`src/rtl/md5_arbiter_pkg.sv`:
```
// Shared types and helpers for the md5 core arbiter: one-hot FSM encoding
// and the modulo-wrap pointer increment.
package md5_arbiter_pkg;

  localparam int DIGEST_W = 128;

  localparam int ARB_IDLE  = 0;
  localparam int ARB_ISSUE = 1;
  localparam int ARB_WAIT  = 2;
  localparam int ARB_DRAIN = 3;

  typedef enum logic [3:0] {
    ST_IDLE  = 4'(1 << ARB_IDLE),
    ST_ISSUE = 4'(1 << ARB_ISSUE),
    ST_WAIT  = 4'(1 << ARB_WAIT),
    ST_DRAIN = 4'(1 << ARB_DRAIN)
  } arb_state_t;

  function automatic int wrap_inc(input int v, input int n);
    return (v >= n - 1) ? 0 : v + 1;
  endfunction

endpackage

```
`src/rtl/md5_arbiter_rr_pick.sv`:
```
// Combinational round-robin picker: first set request at or above ptr,
// wrapping, found with a double-width masked priority encode.
module md5_arbiter_rr_pick #(
  parameter int NREQ = 4,
  parameter int IDW  = 2
) (
  input  logic [NREQ-1:0] req,
  input  logic [IDW-1:0]  ptr,
  output logic            any,
  output logic [IDW-1:0]  idx
);

  logic [2*NREQ-1:0] dbl;
  logic [2*NREQ-1:0] mask;
  logic [2*NREQ-1:0] masked;
  int                first;

  always_comb begin
    dbl    = {req, req};
    // Lower copy below ptr is masked off; the upper copy supplies the wrap.
    mask   = ~(((2*NREQ)'(1) << ptr) - (2*NREQ)'(1));
    masked = dbl & mask;
    any    = |req;
    first  = 0;
    for (int i = 2*NREQ - 1; i >= 0; i--) begin
      if (masked[i]) first = i;
    end
    if (first >= NREQ) idx = IDW'(first - NREQ);
    else               idx = IDW'(first);
  end

endmodule

```
`src/rtl/md5_arbiter.sv`:
```
// Round-robin arbiter sharing one md5 core among NREQ requesters, with
// digest routing back to the issuing requester and a WAIT watchdog.
//
// Handshakes: a requester holds req_valid/req_data until it sees its one-cycle
// req_ready pulse; the core accepts a job in any cycle where core_in_valid and
// core_ready are both high; core_out_valid is a single-cycle strobe.
module md5_arbiter
  import md5_arbiter_pkg::*;
#(
  parameter int NREQ    = 4,
  parameter int TIMEOUT = 128,
  localparam int IDW    = (NREQ > 2) ? $clog2(NREQ) : 1,
  localparam int TW     = $clog2(TIMEOUT + 1)
) (
  input  logic                     clk,
  input  logic                     rst,
  input  logic [NREQ-1:0]          req_valid,
  input  logic [DIGEST_W*NREQ-1:0] req_data,
  output logic [NREQ-1:0]          req_ready,
  output logic [NREQ-1:0]          resp_valid,
  output logic [DIGEST_W-1:0]      resp_data,
  output logic                     err_valid,
  output logic [IDW-1:0]           err_id,
  output logic [DIGEST_W-1:0]      core_in,
  output logic                     core_in_valid,
  input  logic                     core_ready,
  input  logic [DIGEST_W-1:0]      core_out,
  input  logic                     core_out_valid,
  output arb_state_t               state
);

  arb_state_t          state_next;
  logic [IDW-1:0]      ptr;
  logic [IDW-1:0]      owner;
  logic [IDW-1:0]      owner_inc;
  logic [TW-1:0]       timer;
  logic [DIGEST_W-1:0] data_q;
  logic [DIGEST_W-1:0] req_words [NREQ];
  logic                pick_any;
  logic [IDW-1:0]      pick_idx;
  logic                grant;
  logic                take_resp;
  logic                take_err;

  md5_arbiter_rr_pick #(
    .NREQ (NREQ),
    .IDW  (IDW)
  ) u_pick (
    .req (req_valid),
    .ptr (ptr),
    .any (pick_any),
    .idx (pick_idx)
  );

  always_comb begin
    for (int i = 0; i < NREQ; i++) begin
      req_words[i] = req_data[i*DIGEST_W +: DIGEST_W];
    end
  end

  assign owner_inc     = IDW'(wrap_inc(int'(owner), NREQ));
  assign core_in_valid = (state == ST_ISSUE);
  assign core_in       = (state == ST_ISSUE) ? data_q : '0;

  always_comb begin
    state_next = state;
    grant      = 1'b0;
    take_resp  = 1'b0;
    take_err   = 1'b0;
    case (state)
      ST_IDLE: begin
        if (pick_any && core_ready) begin
          grant      = 1'b1;
          state_next = ST_ISSUE;
        end
      end
      ST_ISSUE: begin
        if (core_ready) state_next = ST_WAIT;
      end
      ST_WAIT: begin
        // A digest arriving on the timeout cycle takes priority over the abort.
        if (core_out_valid) begin
          take_resp  = 1'b1;
          state_next = ST_DRAIN;
        end else if (timer == TW'(TIMEOUT - 1)) begin
          take_err   = 1'b1;
          state_next = ST_DRAIN;
        end
      end
      ST_DRAIN: begin
        if (core_ready) state_next = ST_IDLE;
      end
      default: state_next = ST_IDLE;
    endcase
  end

  always_ff @(posedge clk) begin
    if (rst) begin
      state      <= ST_IDLE;
      ptr        <= '0;
      owner      <= '0;
      timer      <= '0;
      data_q     <= '0;
      req_ready  <= '0;
      resp_valid <= '0;
      resp_data  <= '0;
      err_valid  <= 1'b0;
      err_id     <= '0;
    end else begin
      state      <= state_next;
      req_ready  <= '0;
      resp_valid <= '0;
      err_valid  <= 1'b0;
      if (grant) begin
        owner               <= pick_idx;
        data_q              <= req_words[pick_idx];
        req_ready[pick_idx] <= 1'b1;
      end
      if (state == ST_ISSUE) begin
        if (core_ready) timer <= '0;
      end else if (state == ST_WAIT) begin
        timer <= timer + 1'b1;
      end
      if (take_resp) begin
        resp_data         <= core_out;
        resp_valid[owner] <= 1'b1;
        ptr               <= owner_inc;
      end
      if (take_err) begin
        err_valid <= 1'b1;
        err_id    <= owner;
        ptr       <= owner_inc;
      end
    end
  end

endmodule

```
`config.mk`:
```
export PLATFORM = sky130hd
export DESIGN_NAME = md5_arbiter
export DESIGN_NICKNAME = d
export VERILOG_FILES = /design/src/rtl/md5_arbiter_pkg.sv /design/src/rtl/md5_arbiter_rr_pick.sv /design/src/rtl/md5_arbiter.sv
export SDC_FILE = /design/constraint.sdc
export NUM_CORES = 1
export LEC_CHECK = 0
export ABC_CLOCK_PERIOD_IN_PS = 3100
export BUFFER_PORTS_ARGS = -buffer_cell sky130_fd_sc_hd__buf_2
export CORE_AREA = 4 4 356 358
export DETAILED_ROUTE_END_ITERATION = 10
export DIE_AREA = 0 0 360 362
export HOLD_SLACK_MARGIN = 0.03
export PLACE_DENSITY = 0.34
export SYNTH_ARGS = -nofsm -noshare
export SYNTH_HDL_FRONTEND = slang
export SYNTH_SLANG_ARGS = --single-unit
export TNS_END_PERCENT = 5
```
`constraint.sdc`:
```
create_clock -name clk -period 3.1 [get_ports clk]
set_input_delay 0.155 -clock clk [delete_from_list [all_inputs] [get_ports clk]]
set_output_delay 0.155 -clock clk [all_outputs]
set_load 0.02 [all_outputs]
```
Word level (Yosys, flattened, before mapping)
Index checks and enable logic that the tools add are counted.
- output and inout port bits: 272
- input bits: 648
- logic and storage cells: 83
- flip-flop bits (word level): 283
- shift-type cells: 1
- $add $sub $neg: 4
- equality and inequality tests: 9
- mux-type cells: 37
- order comparisons: 7
- reduce and logical (&&, ||, !) cells: 10
- bitwise gates (word level): 5
- operators with widths (operator ; number):
    two-way mux 128 bit ; 3
    binary-select mux 128 bit (select 2 bit) ; 1
    two-way mux 3 bit ; 8
    two-way mux 8 bit ; 3
    two-way mux 4 bit ; 5
    one-hot mux 4 bit (4 select lines) ; 1
    two-way mux 1 bit ; 10
    adder 8 x 1 -> 8 bit, second input constant ; 1
    bitwise AND 8 bit ; 1
    equality test 8 x 7 -> 1 bit, second input constant ; 1
    two-way mux 2 bit ; 4
    inverter 8 bit ; 1
    left shift 1 x 2 -> 8 bit, first input constant ; 1
    subtractor 8 x 2 -> 8 bit, second input constant ; 1
    greater-or-equal comparator 3 bit, second input constant ; 2
    less-than comparator 2 x 3 -> 1 bit, second input constant ; 2
    demux 1 bit (select 2 bit) ; 2
    equality test 4 x 1 -> 1 bit, second input constant ; 1
    equality test 4 x 2 -> 1 bit, second input constant ; 1
    equality test 4 x 3 -> 1 bit, second input constant ; 1
    equality test 4 bit, second input constant ; 1
    greater-or-equal comparator 2 x 1 -> 1 bit, second input constant ; 2
    != test 2 bit, second input constant ; 2
    AND reduction 4 bit ; 1
    other kinds (12) ; 17

Depth between registers and ports, before layout
Gate-level depths: netlist (run 1).
- depth in word-level cells: 18
- mapped depth: 9
- depth with buffers taken out: 7

Modules after synthesis
From an unflattened synthesis (run 1), not the netlist that was laid out.
- cells, all modules: 1570
- area, all modules: 13939.6 um^2
- by module, submodules not included (module ; sequential area each (um^2) ; area an instance (um^2) ; instances ; cells an instance):
    md5_arbiter ; 5665.4 ; 13834.5 ; 1 ; 1553
    md5_arbiter_rr_pick ; 0.0 ; 105.1 ; 1 ; 17

Worst setup path after synthesis (run 1)
Ideal clock, no wire load.
- path kind: reg2reg
- start point: reg ptr[1]
- end point: reg data_q[48]
- path slack: 611 ps
- required time: 2962 ps
- cell stages (with the launch flop): 10
- arrival time: 2352 ps
- period minus slack after synthesis: 2489 ps
- path through: dfxtp_1 > or2_2 > ha_1 > nor2b_1 > o311ai_2 > buf_2 > buf_2 > mux2_2 > a222oi_1 > a211oi_1
- cells in the longest elaborated chain, start to end: 18
- elaborated cells between the ends (all ways): 19
- classes of those cells: add/sub: 2; order compare: 1; shift: 1; mux: 12; bitwise: 3
- ends and longest elaborated chain (item ; line ; text):
    start: declaration ; md5_arbiter.sv:33 ; logic [IDW-1:0] ptr;
    start signal: assignment ; md5_arbiter.sv:127 ; ptr <= owner_inc;
    start signal: assignment ; md5_arbiter.sv:132 ; ptr <= owner_inc;
    left shift 1 x 2 -> 8 bit (*) ; md5_arbiter_rr_pick.sv:21 ; mask = ~(((2*NREQ)'(1) << ptr) - (2*NREQ)'(1));
    subtractor 8 x 2 -> 8 bit (*) ; md5_arbiter_rr_pick.sv:21 ;
    inverter 8 bit (*) ; md5_arbiter_rr_pick.sv:21 ;
    bitwise AND 8 bit (*) ; md5_arbiter_rr_pick.sv:22 ; masked = dbl & mask;
    two-way mux 3 bit (7 in a row) ; md5_arbiter_rr_pick.sv:26 ; if (masked[i]) first = i;
    two-way mux 3 bit (*) ; md5_arbiter_rr_pick.sv:26 ;
    greater-or-equal comparator 3 bit / subtractor 2 x 1 -> 2 bit (equally long branches) ; md5_arbiter_rr_pick.sv:28 ; if (first >= NREQ) idx = IDW'(first - NREQ);
    two-way mux 2 bit (*) ; md5_arbiter_rr_pick.sv:28 ;
    inverter 2 -> 3 bit (implied by the code) (*) ; md5_arbiter.sv:116 ; data_q <= req_words[pick_idx];
    binary-select mux 128 bit (select 2 bit) (*) ; md5_arbiter.sv:116 ;
    two-way mux 128 bit (implied by the code) (*) (2 in a row) ; md5_arbiter.sv:116 ;
    end signal: assignment ; md5_arbiter.sv:116 ;
    end: declaration ; md5_arbiter.sv:37 ; logic [DIGEST_W-1:0] data_q;
Every way passes the cells marked *; elsewhere a longest branch is shown, timed or not. The select of a mux whose other input is x is not followed.
A chain may end at the register's enable or synchronous reset.

Worst setup path in the final report (run 1)
- start point: reg ptr[1]
- end point: reg data_q[102]
The elaborated chain is that of the path after synthesis.

==> key figures, run 1 <==
STA
  – Slew Viols, Final: 0
  – Endpoints failing hold: 0
  – Final worst slack: 179 ps
  – Final hold slack: 44.0 ps
  – Final setup vio count: 0
  – Max frequency: 342 MHz
  – Least-Margin Pin Slew: 774 ps
  – Final period util: 94.2%
  – RSZ-0062 raised after global routing: no
  – Worst rel slew slack: 48.4%
  – Skew final: 21.3 ps
  – Crit path time final: 2920 ps
  – Setup TNS: 0 ps

Flow run
  – Max-cap violations: 0

Critical path
  – CP Max Fanout: 29
  – Crit. End Element: flop
  – CP max stage delay: 360 ps
  – Worst EP required: 3560 ps
  – Most used cell, CP: buf_12
  – Worst path arrival time: 3380 ps
  – Critical Path Source Type: flop
  – WS Path Type: reg -> reg
  – CP cell instances: or2_2, ha_1, nor2b_1, o311ai_4, buf_12, buf_12, mux2_2, a222oi_1, a211oi_1
  – Critical-path top delay cell: o311ai_4

Clock network
  – Root Driver: clkbuf_16
  – Post-CTS Setup Bufs: 0
  – CTS sink cnt: 283
  – Clock buffer count from CTS: 41
  – CTS tree: done
  – Clock transition at the registers of the reported paths: 60 ps
  – H-tree Lvls: 2
  – CTS max path bufs: 3
  – Clk Latency, worst-skew pair: 600 ps

Die
  – Row Count: 129
  – Initial Util: 11.1%
  – Core Area: 123000 µm²
  – Die width: 360 µm
  – I/O Pins: 920
  – DIE AREA: 130000 µm²
  – Die H: 362 µm

Logic synthesis
  – EDFF count, synth: 0
  – Area leader, netlist: dfxtp_1
  – Synth warn: 0
  – Synth Instances: 1576
  – Library cells used by synthesis: 47
  – Sequential area share after synthesis: 41.4%
  – Async S/R FF share, synth: 0%
  – Mapped Area: 13700 µm²
  – Post-synth top area share: 41.4%
  – Net Count, Synth: 2230
  – Synth area leaders: dfxtp_1, mux2_2, a222oi_1
  – Yosys reg bits: 283
  – Main flop type after synthesis: dfxtp_1
  – Mean area per synthesized cell: 8.69 µm²

Power and ir drop
  – Internal power: 8.42 mW
  – Combinational power share: 26.0%
  – Clk pwr share: 39.1%
  – Leakage power total: 11.2 nW
  – Switching power: 3.89 mW
  – Tot Pwr: 12.3 mW
  – Seq pwr share: 34.9%
  – Switching Share: 31.6%
  – Max IR drop VDD: 0.316 mV
  – Pwr Density: 474 nW/µm²

Detailed routing
  – Final WL: 95900 µm
  – Met2 WL: 46100 µm
  – ANT nets after route: 0
  – Met3 wire length: 7070 µm
  – DR iter-0 viols: 1554
  – Remaining DRCs: 0
  – Met1 Wirelength: 39800 µm
  – Via count: 17601
  – First drt pass iteration count: 10
  – Avg WL per Cell: 21.1 µm
  – Top sig layer: met5
  – Vias per cell: 3.88

Global route
  – Initial antenna violation count: 64
  – GRT Total Usage: 13.9%
  – Vias in the first global route: 17887
  – Largest net degree at the start of global routing: 95
  – First-pass GRT wire length: 133000 µm
  – Total gr overflow: 0

Place
  – Dpl hpwl: 75400 µm
  – PortBufs: 919
  – Worst slack at placement: 226 ps
  – GPL Wtd Cong: 0.806

Outcome
  – Status: finished clean

Finish
  – Register Area: 5670 µm²
  – Nets@finish: 3505
  – Share of layout cells above drive strength 1: 41.0%
  – Area of the multi-input gates: 7340 µm²
  – Area grow syn2layout: 89.6%
  – Number of fill cells: 13942

Min path
  – HP Class: in -> reg
metrics by stage:
step	utilization, %	cell area, µm²	cells
global route	21.0	25900	4526
detailed placement	16.6	20500	4034
floorplan	-	13700	1576
global placement	16.6	20500	4034
finish	21.1	26000	4541
CTS	21.0	25900	4521
metal layers:
metal  GRT usage [%]  up-vias
li1                -     8329
met1            16.9     8304
met2            23.9      794
met3            3.81      156
met4            4.03       18
met5               0        -
worst max-delay path: cells and delay by family, from the launching register on:
family	cells	cell delay, ps
multiplexers	1	360
AO/OA/AOI/OAI	3	770
AND/OR/NAND/NOR	2	510
flip-flops	1	350
buffers and inverters	2	490
adder cells (fa/ha/maj)	1	200
worst paths after layout:
kind / start / to / slack [ps] / cells after the start
setup reg to reg: ptr[1] / data_q[102] / 180 / 9
hold / removal: rst / resp_data[9] / 40 / 2
hold reg to reg: resp_data[107] / resp_data[107] / 450 / 2
setup / recovery: ptr[1] / data_q[102] / 180 / 9
state kept, by name, summed over array words and instances, names as in the netlist:
signal and count:
resp_data 128, err_valid 1, err_id 2, resp_valid 4
timer 8, ptr 2, data_q 128, owner 2
req_ready 4, state 4
synth_stat cells (3+ instances only):
cell	count
dfxtp_1	283
nand2_1	267
nor2_1	145
a21oi_1	137
and2_1	129
a211oi_1	128
a222oi_1	128
mux2_2	120
clkbuf_1	79
buf_2	68
inv_1	9
buf_4	8
mux2_1	8
ha_1	6
nor3b_1	5
xor2_1	5
mux2i_1	3
nand4_1	3
nor2b_1	3
nor4b_1	3
o31ai_1	3
power by group through the flow:
stage	Combinational (mW)	Sequential, mW	Clock [mW]
detailed placement	2.78	4.38	0
floorplan	1.54	4.34	0
CTS	3.25	4.30	5.04
global route	3.51	4.35	5.16
finish	3.20	4.30	4.81
global placement	2.79	4.38	0
cells by family after synthesis:
logic type,Yosys count,synth area share [%]
adders and majority gates,6,0.548
muxes,131,10.7
xor gates and xnor gates,7,0.448
buffers and inverters,167,5.47
DFF,283,41.4
AOI/OAI and AO/OA,408,22.4
and+or+nand+nor,574,19.0
layout by cell type, fill, tap and decap left out, types with 8 or more instances in the layout:
cell	n
clkbuf_16	42
clkbuf_1	9
nor2_1	144
buf_4	36
dfxtp_1	283
a21oi_1	136
buf_12	25
buf_2	917
clkinv_2	12
inv_1	9
mux2_2	120
dlygate4sd3_1	411
a222oi_1	128
and2_1	128
a211oi_1	128
mux2_1	8
diode_2	20
nand2_1	266
final cells by class:
| type | instances | share of cell area (%) |
|---|---|---|
| timing repair buffer | 1390 | 36.5 |
| multi-input combinational | 1126 | 28.2 |
| sequential | 283 | 21.8 |
| tap | 1637 | 7.88 |
| clock buffer | 58 | 4.55 |
| clock inverter | 18 | 0.660 |
| antenna | 20 | 0.193 |
| inverter | 9 | 0.130 |
timing repair:
action,in CTS,in global routing
hold buffers,411,0
resized for setup,0,0
hold endpoints to repair,262,0
Power figures use the tool's default switching activity.
==> inputs of run 2 (changes only) <==
--- a/config.mk
+++ b/config.mk
@@ -8,3 +8,3 @@
 export ABC_CLOCK_PERIOD_IN_PS = 3100
-export BUFFER_PORTS_ARGS = -buffer_cell sky130_fd_sc_hd__buf_2
+export BUFFER_PORTS_ARGS = -buffer_cell sky130_fd_sc_hd__clkbuf_2
 export CORE_AREA = 4 4 356 358
==> constraint.sdc (replaced) <==
create_clock -name clk -period 3.1 [get_ports clk]
set_input_delay 0.62 -clock clk [delete_from_list [all_inputs] [get_ports clk]]
set_output_delay 0.62 -clock clk [all_outputs]
set_load 0.02 [all_outputs]
==> run 2 against run 1 <==
Compared with the run above:
- the run now ends with DRC left
- final area shrank 15%
- cell count decreased by 8.7%
- via count fell by 7.9%
- clock power barely moved
- clock skew fell by 7.8 ps
- worst hold slack improved by 210 ps
- non-clock buffer count shrank 395
- power down 3.1%
- first-iteration DRC count about the same
- maximum frequency fell by 2.4%
- sequential share of layout area rose by 3.8 points
- critical endpoint is now data_q[93]
- largest cell class is now multi-input combinational cells
==> key figures, run 2 (synthesis gave the netlist of run 1 again) <==
Clock network
  – CTS max path bufs: 3
  – CTS tree: done
  – CTS sink cnt: 283
  – H-tree Lvls: 2
  – Clock transition at the registers of the reported paths: 60 ps
  – Clock buffer count from CTS: 41
  – # hold bufs at CTS: 0
  – Clk Latency, worst-skew pair: 580 ps
  – Root Driver: clkbuf_16

STA
  – Final period util: 96.6%
  – Least-Margin Pin Slew: 716 ps
  – Crit path time final: 2990 ps
  – Max frequency: 334 MHz
  – Slew Viols, Final: 0
  – Setup TNS: 0 ps
  – Final setup vio count: 0
  – Skew final: 13.5 ps
  – Final hold slack: 255 ps
  – RSZ-0062 raised after global routing: no
  – Endpoints failing hold: 0
  – Worst rel slew slack: 51.7%

Finish
  – Area grow syn2layout: 61.4%
  – Most frequent cells in the layout: clkbuf_2, dfxtp_1, nand2_1, nor2_1, a21oi_1
  – Largest regs: data_q: 128 flops, resp_data: 128 flops, timer: 8 flops
  – Nets@finish: 3110
  – Most common cell after layout, fill and taps aside: clkbuf_2
  – Share of layout cells above drive strength 1: 48.2%

Place
  – PortBufs: 919
  – Dpl hpwl: 76200 µm
  – GPL Wtd Cong: 0.809

Critical path
  – Worst path arrival time: 3460 ps
  – WS Path Type: reg -> reg
  – Critical Path Source Type: flop
  – CP cell instances: or2_2, ha_1, nor2b_2, o311ai_4, buf_12, buf_16, mux2_2, a222oi_1, buf_4, a211oi_1
  – CP Max Fanout: 28
  – Critical-path top delay cell: a222oi_1
  – Worst EP required: 3570 ps
  – CP max stage delay: 500 ps
  – Crit. End Element: flop

Die
  – Die width: 360 µm
  – Row Count: 129
  – I/O Pins: 920
  – Initial Util: 11.1%
  – Core Area: 123000 µm²
  – DIE AREA: 130000 µm²
  – Die H: 362 µm

Global route
  – GRT Total Usage: 13.6%
  – Total gr overflow: 0
  – First-pass GRT wire length: 127000 µm
  – Vias in the first global route: 16121
  – Largest net degree at the start of global routing: 75
  – Initial antenna violation count: 64

Detailed routing
  – DR iter-0 viols: 1553
  – Final WL: 94100 µm
  – Via count: 16202
  – Remaining DRCs: 6
  – Avg WL per Cell: 22.7 µm
  – First drt pass iteration count: 11
  – Vias per cell: 3.91
  – ANT nets after route: 0

Outcome
  – Violated checks: DRC
  – Status: finished with violations

Power and ir drop
  – Max IR drop VDD: 0.320 mV
  – Leakage power total: 9.45 nW
  – Pwr Density: 540 nW/µm²

Min path
  – HP Class: in -> reg

Flow run
  – Max-cap violations: 0
[run 2: cell count changes in the layout (fill, tap and decap cells not counted), sizes merged]
| cell | before | now |
|---|---|---|
| clkinv | 13 | 10 |
| inv | 10 | 11 |
| clkinvlp | 2 | 0 |
| buf | 979 | 80 |
| dlygate4sd3 | 411 | 0 |
| clkbuf | 58 | 974 |
| bufinv | 2 | 3 |
[run 2: path summary, 6_finish.rpt]
| path | startpoint | endpoint | slack [ps] | depth (start not counted) |
|---|---|---|---|---|
| max reg2reg | ptr[1] | data_q[93] | 110 | 10 |
| max | ptr[1] | data_q[93] | 110 | 10 |
| min | core_out[57] | resp_data[57] | 260 | 3 |
| min reg2reg | resp_data[84] | resp_data[84] | 450 | 2 |
[run 2: per-stage QoR]
| stage | instance area [µm²] | worst slack, ps | total power, mW | util [%] | instances |
|---|---|---|---|---|---|
| 5_1_grt | 22100 | 3.35 | 12.6 | 17.9 | 4135 |
| 4_1_cts | 22000 | 20.9 | 12.2 | 17.9 | 4123 |
| 3_3_place_gp | 20700 | 83.5 | 7.23 | 16.8 | 4048 |
| 2_1_floorplan | 13700 | 585 | 5.88 | - | 1576 |
| 3_5_place_dp | 20700 | 87.3 | 7.21 | 16.8 | 4048 |
| 6_report | 22100 | 107 | 11.9 | 17.9 | 4144 |
[run 2: critical path: cells and delay by family (launching register included)]
| family | cells | cell delay, ps |
|---|---|---|
| buf+inv | 3 | 550 |
| mux | 1 | 360 |
| flops | 1 | 350 |
| simple gates | 2 | 510 |
| fa+ha+maj | 1 | 190 |
| compound gates | 3 | 860 |
[run 2: layout make-up]
cell class                      instances  area [µm²]
Tap cell                             1637        2050
Clock buffer                           59        1170
Antenna cell                           20        50.0
Inverter                                9        33.8
Fill cell                           14149      101000
Sequential cell                       283        5670
Timing Repair Buffer                  995        5610
Multi-Input combinational cell       1126        7350
Clock inverter                         15         180
[run 2: report_power, final]
part	total (mW)	leakage (nW)	internal (mW)	switching, mW
clock	4.82	0.671	2.89	1.93
sequential	4.31	2.31	4.07	0.240
combinational	2.81	6.47	1.22	1.58
[run 2: metal layers]
layer | part of all wire (%) | vias to the layer above | GRT usage (%)
met4 | 3.5 | 20 | 5.50
met5 | 0.16 | - | 0
li1 | - | 7559 | -
met1 | 38 | 7650 | 15.5
met2 | 47 | 807 | 22.3
met3 | 11 | 166 | 6.03
[run 2: timing repair]
item	in CTS	in global routing
setup endpoints to repair	116	15
pin swaps	0	3
buffers inserted	1	1
resized for setup	1	4
